<file path="src/rtl/camera_pkg.sv">
`default_nettype none
// ============================================================================
//  Module      : camera_pkg
//  Description : Shared types and helpers for the synthetic camera source.
//                Holds the pixel size, the handshake state encoding and the
//                test-pattern pixel function.
//  Revision    : 1.0 - initial release
// ============================================================================
package camera_pkg;

    localparam int unsigned PIXEL_BITS = 24;

    typedef enum logic [1:0] {
        IDLE = 2'd0,
        ACK  = 2'd1,
        GEN  = 2'd2,
        HOLD = 2'd3
    } state_t;

    // Test pattern: R = x, G = y, B = x + y, all modulo 256.
    // The callers pass only the low byte of each coordinate, because the
    // pattern wraps every 256 pixels.
    function automatic logic [PIXEL_BITS-1:0] pixel_rgb(input logic [7:0] x,
                                                        input logic [7:0] y);
        logic [7:0] sum;
        sum = x + y;
        return {x, y, sum};
    endfunction

endpackage

`default_nettype wire

</file>
<file path="src/rtl/camera_pattern_gen.sv">
`default_nettype none
// ============================================================================
//  Module      : camera_pattern_gen
//  Description : Combinational word builder. Turns the coordinate of the
//                leftmost pixel into one BUS_WIDTH word of BUS_WIDTH/24
//                consecutive pattern pixels. Pixel k sits in bits
//                [24k+23:24k].
//  Revision    : 1.0 - initial release
// ============================================================================
module camera_pattern_gen
    import camera_pkg::*;
#(
    parameter int unsigned BUS_WIDTH = 96,
    parameter int unsigned XW        = 10,
    parameter int unsigned YW        = 9
) (
    input  logic [XW-1:0]        x,
    input  logic [YW-1:0]        y,
    output logic [BUS_WIDTH-1:0] word
);

    localparam int unsigned c_ppw = BUS_WIDTH / PIXEL_BITS;

    // Each pixel slot gets its own column offset. The arithmetic is done
    // modulo 256, which is all that the pattern needs.
    for (genvar k = 0; k < c_ppw; k++) begin : g_pixel
        assign word[k*PIXEL_BITS +: PIXEL_BITS] = pixel_rgb(8'(x) + 8'(k), 8'(y));
    end

endmodule

`default_nettype wire

</file>
<file path="src/rtl/camera_frame_source.sv">
`default_nettype none
// ============================================================================
//  Module      : camera_frame_source
//  Description : Synthesizable image-sensor stand-in. Produces one frame of
//                RGB test-pattern pixels, one BUS_WIDTH word per request,
//                over a ready / in_progress / valid handshake. The last word
//                of the frame is flagged with frame_end.
//  Revision    : 1.0 - initial release
// ============================================================================
module camera_frame_source
    import camera_pkg::*;
#(
    parameter int unsigned BUS_WIDTH    = 96,
    parameter int unsigned FRAME_WIDTH  = 640,
    parameter int unsigned FRAME_HEIGHT = 480,
    parameter int unsigned LATENCY      = 4
) (
    input  logic                 clk,
    input  logic                 rst,
    input  logic                 recieve_ready,
    output logic                 in_progress,
    output logic [BUS_WIDTH-1:0] data,
    output logic                 data_valid,
    output logic                 frame_end
);

    localparam int unsigned c_ppw = BUS_WIDTH / PIXEL_BITS;
    localparam int unsigned c_xw  = (FRAME_WIDTH  > 1) ? $clog2(FRAME_WIDTH)  : 1;
    localparam int unsigned c_yw  = (FRAME_HEIGHT > 1) ? $clog2(FRAME_HEIGHT) : 1;
    localparam int unsigned c_cw  = (LATENCY      > 1) ? $clog2(LATENCY)      : 1;

    state_t                 r_state;
    logic [c_cw-1:0]        r_cnt;
    logic [c_xw-1:0]        r_x;
    logic [c_yw-1:0]        r_y;
    logic                   r_in_progress;
    logic                   r_data_valid;
    logic                   r_frame_end;
    logic [BUS_WIDTH-1:0]   r_data;

    logic [BUS_WIDTH-1:0]   w_word;
    logic                   w_last_col;
    logic                   w_last_row;

    camera_pattern_gen #(
        .BUS_WIDTH (BUS_WIDTH),
        .XW        (c_xw),
        .YW        (c_yw)
    ) u_pattern (
        .x    (r_x),
        .y    (r_y),
        .word (w_word)
    );

    assign w_last_col = ((32'(r_x) + c_ppw) == FRAME_WIDTH);
    assign w_last_row = (32'(r_y) == (FRAME_HEIGHT - 1));

    // Handshake FSM with latency countdown, pixel position and output registers.
    always_ff @(posedge clk) begin
        if (rst) begin
            r_state       <= IDLE;
            r_cnt         <= '0;
            r_x           <= '0;
            r_y           <= '0;
            r_in_progress <= 1'b0;
            r_data_valid  <= 1'b0;
            r_frame_end   <= 1'b0;
            r_data        <= '0;
        end else begin
            case (r_state)
                // IDLE and HOLD accept a request identically; a held
                // frame_end means the next word starts a new frame.
                IDLE, HOLD: begin
                    if (recieve_ready) begin
                        r_state       <= ACK;
                        r_in_progress <= 1'b1;
                        r_data_valid  <= 1'b0;
                        r_frame_end   <= 1'b0;
                        if (r_frame_end) begin
                            r_x <= '0;
                            r_y <= '0;
                        end
                    end
                end
                // The consumer dropping its request starts production.
                ACK: begin
                    if (!recieve_ready) begin
                        r_state <= GEN;
                        r_cnt   <= c_cw'(LATENCY - 1);
                    end
                end
                GEN: begin
                    if (r_cnt == '0) begin
                        r_state       <= HOLD;
                        r_data        <= w_word;
                        r_data_valid  <= 1'b1;
                        r_in_progress <= 1'b0;
                        r_frame_end   <= w_last_col && w_last_row;
                        if (w_last_col) begin
                            r_x <= '0;
                            // Past the last line y parks until the restart.
                            if (!w_last_row) begin
                                r_y <= r_y + c_yw'(1);
                            end
                        end else begin
                            r_x <= r_x + c_xw'(c_ppw);
                        end
                    end else begin
                        r_cnt <= r_cnt - c_cw'(1);
                    end
                end
                default: begin
                    r_state <= IDLE;
                end
            endcase
        end
    end

    assign in_progress = r_in_progress;
    assign data_valid  = r_data_valid;
    assign frame_end   = r_frame_end;
    assign data        = r_data;

endmodule

`default_nettype wire

</file>
<file path="config.mk">
export PLATFORM = sky130hd
export DESIGN_NAME = camera_frame_source
export DESIGN_NICKNAME = d
export VERILOG_FILES = /design/src/rtl/camera_pkg.sv /design/src/rtl/camera_pattern_gen.sv /design/src/rtl/camera_frame_source.sv
export SDC_FILE = /design/constraint.sdc
export NUM_CORES = 1
export LEC_CHECK = 0
export ABC_AREA = 1
export CORE_ASPECT_RATIO = 0.5
export CORE_UTILIZATION = 40
export DETAILED_ROUTE_END_ITERATION = 10
export GPL_TIMING_DRIVEN = 0
export PLACE_DENSITY = 0.67
export SYNTH_ARGS = -nofsm -noshare
export SYNTH_HDL_FRONTEND = slang
export SYNTH_SLANG_ARGS = --single-unit
export TNS_END_PERCENT = 30
</file>
<file path="constraint.sdc">
create_clock -name clk -period 4 [get_ports clk]
set_input_delay 0.6 -clock clk [delete_from_list [all_inputs] [get_ports clk]]
set_output_delay 0.6 -clock clk [all_outputs]
set_load 0.005 [all_outputs]
</file>
# Yosys cells after proc, flatten, opt, wreduce, memory -nomap -nowiden
# Cells that the tools add are included.
# word_totals
output_inout_bits,99
word_cells,69
ff_bits,122
in_bits,3
# classes
n_eq_ne,12
mux,26
n_reduce_logical,12
add_sub_neg,11
# op_table
operator,count
9-bit 2-to-1 mux,5
10-bit 2-to-1 mux,4
8-bit adder,4
10-bit one-hot mux with 2 select lines,1
9-bit one-hot mux with 2 select lines,1
"8-bit by 2-bit adder with 8-bit output, second input constant",2
"2-bit != test, second input constant",7
"10-bit by 3-bit adder with 11-bit output, second input constant",1
"11-bit by 10-bit == test with 1-bit output, second input constant",1
"10-bit by 3-bit adder with 10-bit output, second input constant",1
2-bit 2-to-1 mux,5
"9-bit by 1-bit adder with 9-bit output, second input constant",1
"9-bit == test, second input constant",1
3-bit AND reduction,3
"8-bit by 1-bit adder with 8-bit output, second input constant",1
1-bit one-hot mux with 2 select lines,3
2-bit one-hot mux with 3 select lines,1
6-bit AND reduction,1
1-bit 2-to-1 mux,5
"2-bit == test, second input constant",2
2-bit logical NOT,2
2-bit one-hot mux with 2 select lines,1
4-bit AND reduction,1
2-bit nonzero test,2
other kinds (5),5

# Longest topological paths before layout
# Gate-level depths: netlist (run 1).
# depth
word_depth,5
ltp_mapped,14
depth_no_buf,12

# Modules after synthesis
# A second synthesis (run 1) with hierarchy kept.
# unflattened
cells_unflattened,977
area_unflattened_um2,6726.5
# modules_own_cells
mod,seq_area_each_um2,n_inst,cells_each,area_each_um2
camera_frame_source,2402.3,1,642,4730.8
camera_pattern_gen,0.0,1,335,1995.7

# Least setup slack after synthesis (run 1)
# OpenSTA, ideal clock, no wires.
# synth_timing
path_kind,flip-flop to flip-flop
startpoint,reg r_x[2]
endpoint,"reg r_data[31], in the netlist data[31]"
synth_period_minus_slack_ps,1893
slack_ps,2107
required_ps,3891
setup_ps,109
n_path_buf,0
t_arrival_ps,1784
path_stages_with_launch,13
cell_sequence,dfxtp_1 -> ha_1 -> ha_1 -> a21oi_1 -> o21ai_0 -> nand2_1 -> nand2_1 -> nand2_1 -> nand2_1 -> a21oi_1 -> o21ai_0 -> nand2_1 -> inv_1
# synth_between
elab_chain_cells,2
# synth_lines
item,line,source
start: declaration,camera_frame_source.sv:34,logic [c_xw-1:0] r_x;
start signal: assignment,camera_frame_source.sv:106,r_x <= r_x + c_xw'(c_ppw);
8-bit by 1-bit adder with 8-bit output,camera_pattern_gen.sv:27,"assign word[k*PIXEL_BITS +: PIXEL_BITS] = pixel_rgb(8'(x) + 8'(k), 8'(y));"
8-bit adder,camera_pkg.sv:26,sum = x + y;
end signal: assignment,camera_frame_source.sv:95,r_data <= w_word;
end: declaration,camera_frame_source.sv:39,logic [BUS_WIDTH-1:0] r_data;
# No other way between the ends.
# A chain may end at the register's enable or synchronous reset.

# Worst setup path in the final report (run 1)
# layout_timing
startpoint,reg r_state[0]
endpoint,"reg r_data[22], in the netlist data[22]"
# layout_between
elab_chain_cells,2
# layout_lines
item,line,source
start: declaration,camera_frame_source.sv:32,state_t r_state;
start signal: assignment,camera_frame_source.sv:61,r_state <= IDLE;
start signal: assignment,camera_frame_source.sv:75,r_state <= ACK;
start signal: assignment,camera_frame_source.sv:88,r_state <= GEN;
2-bit == test,camera_frame_source.sv:70,case (r_state)
2-bit AND reduction (no source line),--,
# No other way between the ends.

==> impl_summary.log, run 1 <==
[metrics] reg2reg end: data[22]$_SDFFE_PP0P_
[metrics] number of standard cells in the final layout excluding fillers: 844
[metrics] leading area contributor after synthesis: dfxtp_1
[metrics] flip-flop and latch area: 1500 um^2
[metrics] cells after synthesis: 590
[metrics] first-iteration detailed-routing DRC count: 216
[metrics] detailed-router iteration count before antenna repair: 5
[metrics] cell-by-cell listing of the critical path: inv_1 -> ha_1 -> nand2_1 -> inv_1 -> buf_2 -> buf_1 -> nand2_1 -> a21oi_1
[metrics] count of flip-flops with a built-in enable after synthesis: 0
[metrics] adder-cell share of the synthesized area: 0.0751
[metrics] Synth Area in Simple Gates: 0.216
[metrics] total core area: 10,300 um^2
[metrics] number of placement rows: 26
[metrics] Req. time, crit path: roughly 4300 ps
[metrics] Cell Count Post-Placement: 829
[metrics] # clock sinks: 75
[metrics] overall die width: 148 um
[metrics] minimum clock period: 2330 ps
[metrics] number of maximum-capacitance violations: 0
[metrics] mux contribution to synthesized area: 0
[metrics] maximum buffer depth of the clock tree: 2
[metrics] total routed wirelength: 10,900 um
[metrics] GR Util All Layers: 0.206
[metrics] number of clock buffers inserted by TritonCTS: 9
[metrics] fraction of synthesized cell area taken by the top area cell type: 0.352
[metrics] most common library cells after synthesis: 101 x nand2_1, 75 x dfxtp_1, 75 x nor2_1
[metrics] via count of the first global-routing pass: 3,536
[metrics] Final GP Congestion: 0.883
[metrics] fraction of registers with async set or reset after synthesis: 0
[metrics] final antenna diode count: 0
[metrics] setup violators final: 0
[metrics] worst setup path endpoint: data[22]$_SDFFE_PP0P_
[metrics] unrepaired setup endpoints after global routing: no
[metrics] start point of the critical path: r_state[0]$_SDFFE_PP0P_
[metrics] placed wire-length estimate: 8130 um
[metrics] depth of the most critical reg-to-reg path: 8
[metrics] number of distinct library cells after synthesis: 40
[metrics] Synth Area in Compound Gates: 0.140
[metrics] Hold Path Class: reg -> reg
[metrics] number of buffers added for setup after CTS: 0
[metrics] Max IR drop VDD: 0.245 mV
[metrics] number of synthesized register bits: 75
[metrics] largest family of logic cells by synthesized area: simple AND/OR/NAND/NOR gates
[metrics] Initial Util: 0.415
[metrics] Post-CTS Resized: 0
[metrics] area enclosed by the die boundary: 11,100 um^2
[metrics] most used standard cell by instance count after synthesis: nand2_1
[metrics] area of the mapped netlist: 4270 um^2
[metrics] number of antenna violations at the first check in global routing: 0
[metrics] insertion delay of the later-clocked pin in the worst-skew pair: 330 ps
[metrics] maximum achievable frequency: 0.430 GHz
[metrics] fraction of final layout cells sized beyond drive strength 1: 0.119
[metrics] Chip Height: 75.0 um
[metrics] wire length of the first global-routing pass: 17,500 um
[metrics] internal reg-to-reg setup slack: 1670 ps
[metrics] depth of the CTS H-tree: 3
[metrics] final setup slack of the worst path: 1670 ps
[metrics] WL/cell: approximately 13 um
[metrics] hold violation count in the final report: 0
[metrics] Via Count: 3,984
[metrics] net total in the final layout: approximately 730
[metrics] synthesized area per cell: approximately 7.2 um^2
[metrics] max incr delay on CP: between 500 and 600 ps
[metrics] critical path class: reg -> reg
[metrics] filler cell count in the final layout: 1,023
[metrics] crit path max fanout: 10
[metrics] Critical Path Start Type: flop
[metrics] xor-xnor portion of the synthesized cell area: 0.0472
[metrics] Vias per Instance: 4.72
[metrics] worst reg2reg path startpoint: r_state[0]$_SDFFE_PP0P_
[metrics] Antenna Violating Nets Remaining: 0
[metrics] buffers added on ports: 96
[metrics] Synth Warn #: 0
[metrics] worst-case headroom to the max-slew limit: 0.545
[metrics] CTS tree: yes
[metrics] largest cells by area after synthesis: dfxtp_1 35%, nand2_1 8.9%, buf_4 8.1%, ha_1 7.0%, nor2_1 6.6%
[metrics] Leak Pwr: 2.60 nW
[metrics] remaining design rule violation count: 0
[metrics] max-slew violation count: 0
[metrics] cell with the largest stage delay on the worst path: buf_1
[metrics] largest clock skew in the final design: 4.70 ps
[metrics] sum of negative setup slack: 0 ps
[metrics] total power per unit cell area: 631 nW/um^2
[metrics] portion of the post-synthesis area used by sequential elements: 0.352
[metrics] remaining global-route overflow: 0
[metrics] predominant post-synthesis flop cell: dfxtp_1
[metrics] Tcrit/Tclk final: 0.581
[metrics] Final Power: 3.59 mW
[metrics] maximum number of pins on one net before global-route repair: 12
[metrics] arrival time reported for the critical path endpoint: 2580 ps
[metrics] clock root buffer: clkbuf_16
[metrics] Boundary Pins: a little over 100
[metrics] placement-stage worst setup slack: 1590 ps
[metrics] total area of multi-input combinational cells: 2050 um^2
[metrics] nature of the critical path endpoint: flop
[metrics] P&R area growth vs syn: 33.5%
[metrics] Tightest Pin Transition: 683 ps
[metrics] run status: finished, final reports clean
[metrics] clock transition at the register clock pins on the worst setup and hold paths after CTS: 60 ps
[metrics] hold_buf cts: 0
## per-layer routing
layer | global-route usage | routed length [um] | vias to the layer above
li1 | - | - | 2036
met1 | 0.284 | 5570 | 1839
met2 | 0.322 | 4640 | 96
met3 | 0.0491 | 561 | 13
met4 | 0.0607 | 112 | 0
met5 | 0 | 0 | -
## registers in the layout, indices dropped and copies added (netlist names)
register,cells
r_cnt,2
r_y,9
r_state,2
r_x,8
frame_end,1
data_valid,1
in_progress,1
data,51
## cell usage in the layout (no fill, tap or decap), drive strengths merged, types with 2 or more instances in the layout
master and n:
a21o 2, a21oi 56, a31oi 2, buf 53
clkbuf 34, clkdlybuf4s50 96, clkinv 2, conb 4
dfxtp 75, ha 24, inv 62, nand2 106
nand3 16, nand4 9, nor2 76, nor3 5
o211ai 2, o21ai 48, or2 3, xnor2 4
xor2 19
## stage by stage
| stage | instance area [um^2] | hold WS, ps | utilization |
|---|---|---|---|
| after floorplan | 4280 | 431 | - |
| after CTS | 5690 | 467 | 0.554 |
| after global routing | 5690 | 492 | 0.554 |
| after detailed placement | 5410 | 458 | 0.527 |
| final | 5690 | 464 | 0.554 |
| after global placement | 5410 | 449 | 0.527 |
## how the worst min path moves through the flow
stage	slack, ps	depth (start not counted)	start	endpoint
2_1_floorplan	430	1	r_cnt[0]$_SDFFE_PP0P_	r_cnt[0]$_SDFFE_PP0P_
3_3_place_gp	450	1	r_cnt[0]$_SDFFE_PP0P_	r_cnt[0]$_SDFFE_PP0P_
3_5_place_dp	460	1	r_cnt[0]$_SDFFE_PP0P_	r_cnt[0]$_SDFFE_PP0P_
4_1_cts	470	2	data[23]$_SDFFE_PP0P_	data[23]$_SDFFE_PP0P_
5_1_grt	490	2	data[23]$_SDFFE_PP0P_	data[23]$_SDFFE_PP0P_
6_report	460	2	data[45]$_SDFFE_PP0P_	data[45]$_SDFFE_PP0P_
## critical path: cells and delay by family, from the launching register on
kind	cells	cell delay [ps]
flip-flops	1	320
adder cells (fa/ha/maj)	1	190
AND/OR/NAND/NOR	2	400
AO/OA/AOI/OAI	1	160
buffers and inverters	4	1170
## report_power, final
part / switching [mW] / internal [mW] / leakage (nW)
Combinational: 0.844 / 0.864 / 1.84
Clock: 0.298 / 0.465 / 0.141
Sequential: 0.187 / 0.935 / 0.610
Total: 1.33 / 2.26 / 2.60
## cell type report
class                   instances  area share
flip-flops and latches         75       0.264
multi-input cells             381       0.361
repair buffers                 96       0.169
clock inverters                 2     0.00176
plain buffers                  75      0.0857
inverters                      62      0.0413
well taps                     140      0.0308
clock buffers                  13      0.0475
## logic make-up after synthesis
family                     after synthesis
AOI/OAI and AO/OA                      112
xor gates and xnor gates                23
adders and majority gates               25
buffers and inverters                  137
DFF                                     75
other                                    1
and+or+nand+nor                        217
Note: power is estimated with default switching activity, not from simulation.
==> inputs of run 2 (changes only) <==
==> constraint.sdc (replaced) <==
create_clock -name clk -period 2.44 [get_ports clk]
set_input_delay 0.366 -clock clk [delete_from_list [all_inputs] [get_ports clk]]
set_output_delay 0.366 -clock clk [all_outputs]
set_load 0.005 [all_outputs]
==> run 2 against run 1 <==
Clock-buffer cell count unchanged. Setup slack lost 1400 ps. Final area grew 0.11%. Critical path depth rose by 3. Register-to-register slack worse by 1400 ps. Utilization grew 0.061 points.
==> impl_summary.log, run 2 (same netlist as run 1, synthesis figures left out) <==
[metrics] run status: finished, final reports clean
[metrics] maximum number of pins on one net before global-route repair: 12 (unchanged)
[metrics] total power per unit cell area: 1030 nW/um^2 (+64%)
[metrics] internal reg-to-reg setup slack: 230 ps (-1450 ps)
[metrics] maximum buffer depth of the clock tree: 2 (unchanged)
[metrics] max-slew violation count: 0 (unchanged)
[metrics] maximum achievable frequency: 0.452 GHz (+5.0%)
[metrics] overall die width: 148 um (unchanged)
[metrics] number of antenna violations at the first check in global routing: 0 (unchanged)
[metrics] met2 wire length: 4590 um (-1.2%)
[metrics] uppermost routed layer: met4
[metrics] core utilization of the finished layout: 0.555 (+0.000609)
[metrics] most common cell after layout, fill and taps aside: nand2_1
[metrics] critical path class: reg -> reg
[metrics] Final GP Congestion: 0.883 (unchanged)
[metrics] Antenna Violating Nets Remaining: 0 (unchanged)
[metrics] GR Util All Layers: 0.206 (unchanged)
[metrics] detailed-router iteration count before antenna repair: 5 (unchanged)
[metrics] remaining design rule violation count: 0 (unchanged)
[metrics] number of placement rows: 26 (unchanged)
[metrics] P&R area growth vs syn: 33.6%
[metrics] placed wire-length estimate: 8130 um (unchanged)
[metrics] WL/cell: 12.8 um (-0.54%)
[metrics] fraction of final layout cells sized beyond drive strength 1: 0.125 (+0.00568)
[metrics] final setup slack of the worst path: 226 ps (-1450 ps)
[metrics] commonest cells after routing, fill and taps aside: 101 x nand2_1, 96 x clkdlybuf4s50_1, 74 x nor2_1, 74 x dfxtp_1, 59 x inv_1
[metrics] largest clock skew in the final design: 4.70 ps (+0.00441 ps)
[metrics] arrival time reported for the critical path endpoint: 2440 ps (-140 ps)
[metrics] total core area: 10,300 um^2 (unchanged)
[metrics] flip-flop count of the largest register after layout: 51 (unchanged)
[metrics] Hold Path Class: reg -> reg
[metrics] number of maximum-capacitance violations: 0 (unchanged)
[metrics] nature of the critical path endpoint: flop
[metrics] Tightest Pin Transition: 659 ps (-24.5 ps)
[metrics] area enclosed by the die boundary: 11,100 um^2 (unchanged)
[metrics] Initial Util: 0.415 (unchanged)
[metrics] Leak Pwr: 2.60 nW (+0.27%)
[metrics] total routed wirelength: 10,800 um (-0.54%)
[metrics] Chip Height: 75.0 um (unchanged)
[metrics] length of routed wiring on met1: 5390 um (-3.3%)
[metrics] # clock sinks: 75 (unchanged)
[metrics] via count of the first global-routing pass: 3,536 (unchanged)
[metrics] Critical Path Start Type: flop
[metrics] buffers added on ports: 96 (unchanged)
[metrics] wire length of the first global-routing pass: 17,500 um (unchanged)
[metrics] final antenna diode count: 0 (unchanged)
[metrics] depth of the CTS H-tree: 3 (unchanged)
[metrics] worst-case headroom to the max-slew limit: 0.558 (+0.0132)
[metrics] sum of negative setup slack: 0 ps (unchanged)
[metrics] remaining global-route overflow: 0 (unchanged)
[metrics] hold violation count in the final report: 0 (unchanged)
[metrics] insertion delay of the later-clocked pin in the worst-skew pair: 340 ps (about the same)
[metrics] Max IR drop VDD: 0.401 mV (+64%)
[metrics] crit path max fanout: 10 (unchanged)
[metrics] clock root buffer: clkbuf_16
[metrics] clock transition at the register clock pins on the worst setup and hold paths after CTS: 60 ps (about the same)
[metrics] unrepaired setup endpoints after global routing: no
[metrics] minimum clock period: 2210 ps (-111 ps)
[metrics] Boundary Pins: 102 (unchanged)
[metrics] Tcrit/Tclk final: 0.907 (+0.326)
[metrics] Via Count: 3,949 (-0.88%)
[metrics] hold_buf cts: 0 (unchanged)
[metrics] first-iteration detailed-routing DRC count: 226 (+4.6%)
[metrics] net total in the final layout: 728 (unchanged)
[metrics] placement-stage worst setup slack: 184 ps (-1410 ps)
[metrics] length of routed met3 wiring: 735 um (+31%)
[metrics] Req. time, crit path: 2670 ps (-1590 ps)
[metrics] number of buffers added for setup after CTS: 0 (unchanged)
[metrics] Post-CTS Resized: 0 (unchanged)
[metrics] Vias per Instance: 4.68 (-0.88%)
[metrics] number of clock buffers inserted by TritonCTS: 9 (unchanged)
[metrics] setup violators final: 0 (unchanged)
[metrics] CTS tree: yes
## run 2: critical path: stages, from the launching register on
cell	delay [ps]
dfxtp_1	560
ha_1	310
nand2_1	120
nor2_1	100
nand3_1	90
nand2_1	100
nand3_2	120
o21bai_4	250
nand3_4	120
buf_6	170
a21oi_1	120
nor2_1	50
## run 2: where the power goes
part | internal, mW | switching [mW] | leakage (nW)
logic | 1.42 | 1.38 | 1.85
registers | 1.53 | 0.306 | 0.611
clock network | 0.763 | 0.488 | 0.141
## run 2: final timing paths
| path | from | cells after the start | end |
|---|---|---|---|
| setup reg to reg | r_x[3]$_SDFFE_PP0P_ | 11 | r_y[0]$_SDFFE_PP0P_ |
| setup / recovery | r_x[3]$_SDFFE_PP0P_ | 11 | r_y[0]$_SDFFE_PP0P_ |
| hold / removal | data[45]$_SDFFE_PP0P_ | 2 | data[45]$_SDFFE_PP0P_ |
| hold reg to reg | data[45]$_SDFFE_PP0P_ | 2 | data[45]$_SDFFE_PP0P_ |
## run 2: area by class of cell
cell class	count	area (um^2)
Sequential cell	75	1500
Tap cell	140	175
Timing Repair Buffer	96	961
Inverter	62	235
Clock buffer	13	270
Clock inverter	2	10.0
Buffer	75	490
Multi-Input combinational cell	381	2060
Fill cell	1023	4580
## run 2: stage by stage
step	area, um^2	hold slack [ps]	power [mW]	std cells
finish	5700	463	5.89	844
global route	5700	492	6.36	844
CTS	5690	467	5.92	844
detailed placement	5410	458	4.65	829
global placement	5410	449	4.61	829
floorplan	4280	431	3.45	593
## run 2: per-layer routing
metal  GRT usage  vias up
met5           0        -
met2       0.322       99
li1            -     2038
met3      0.0491       15
met1       0.284     1797
met4      0.0607        0
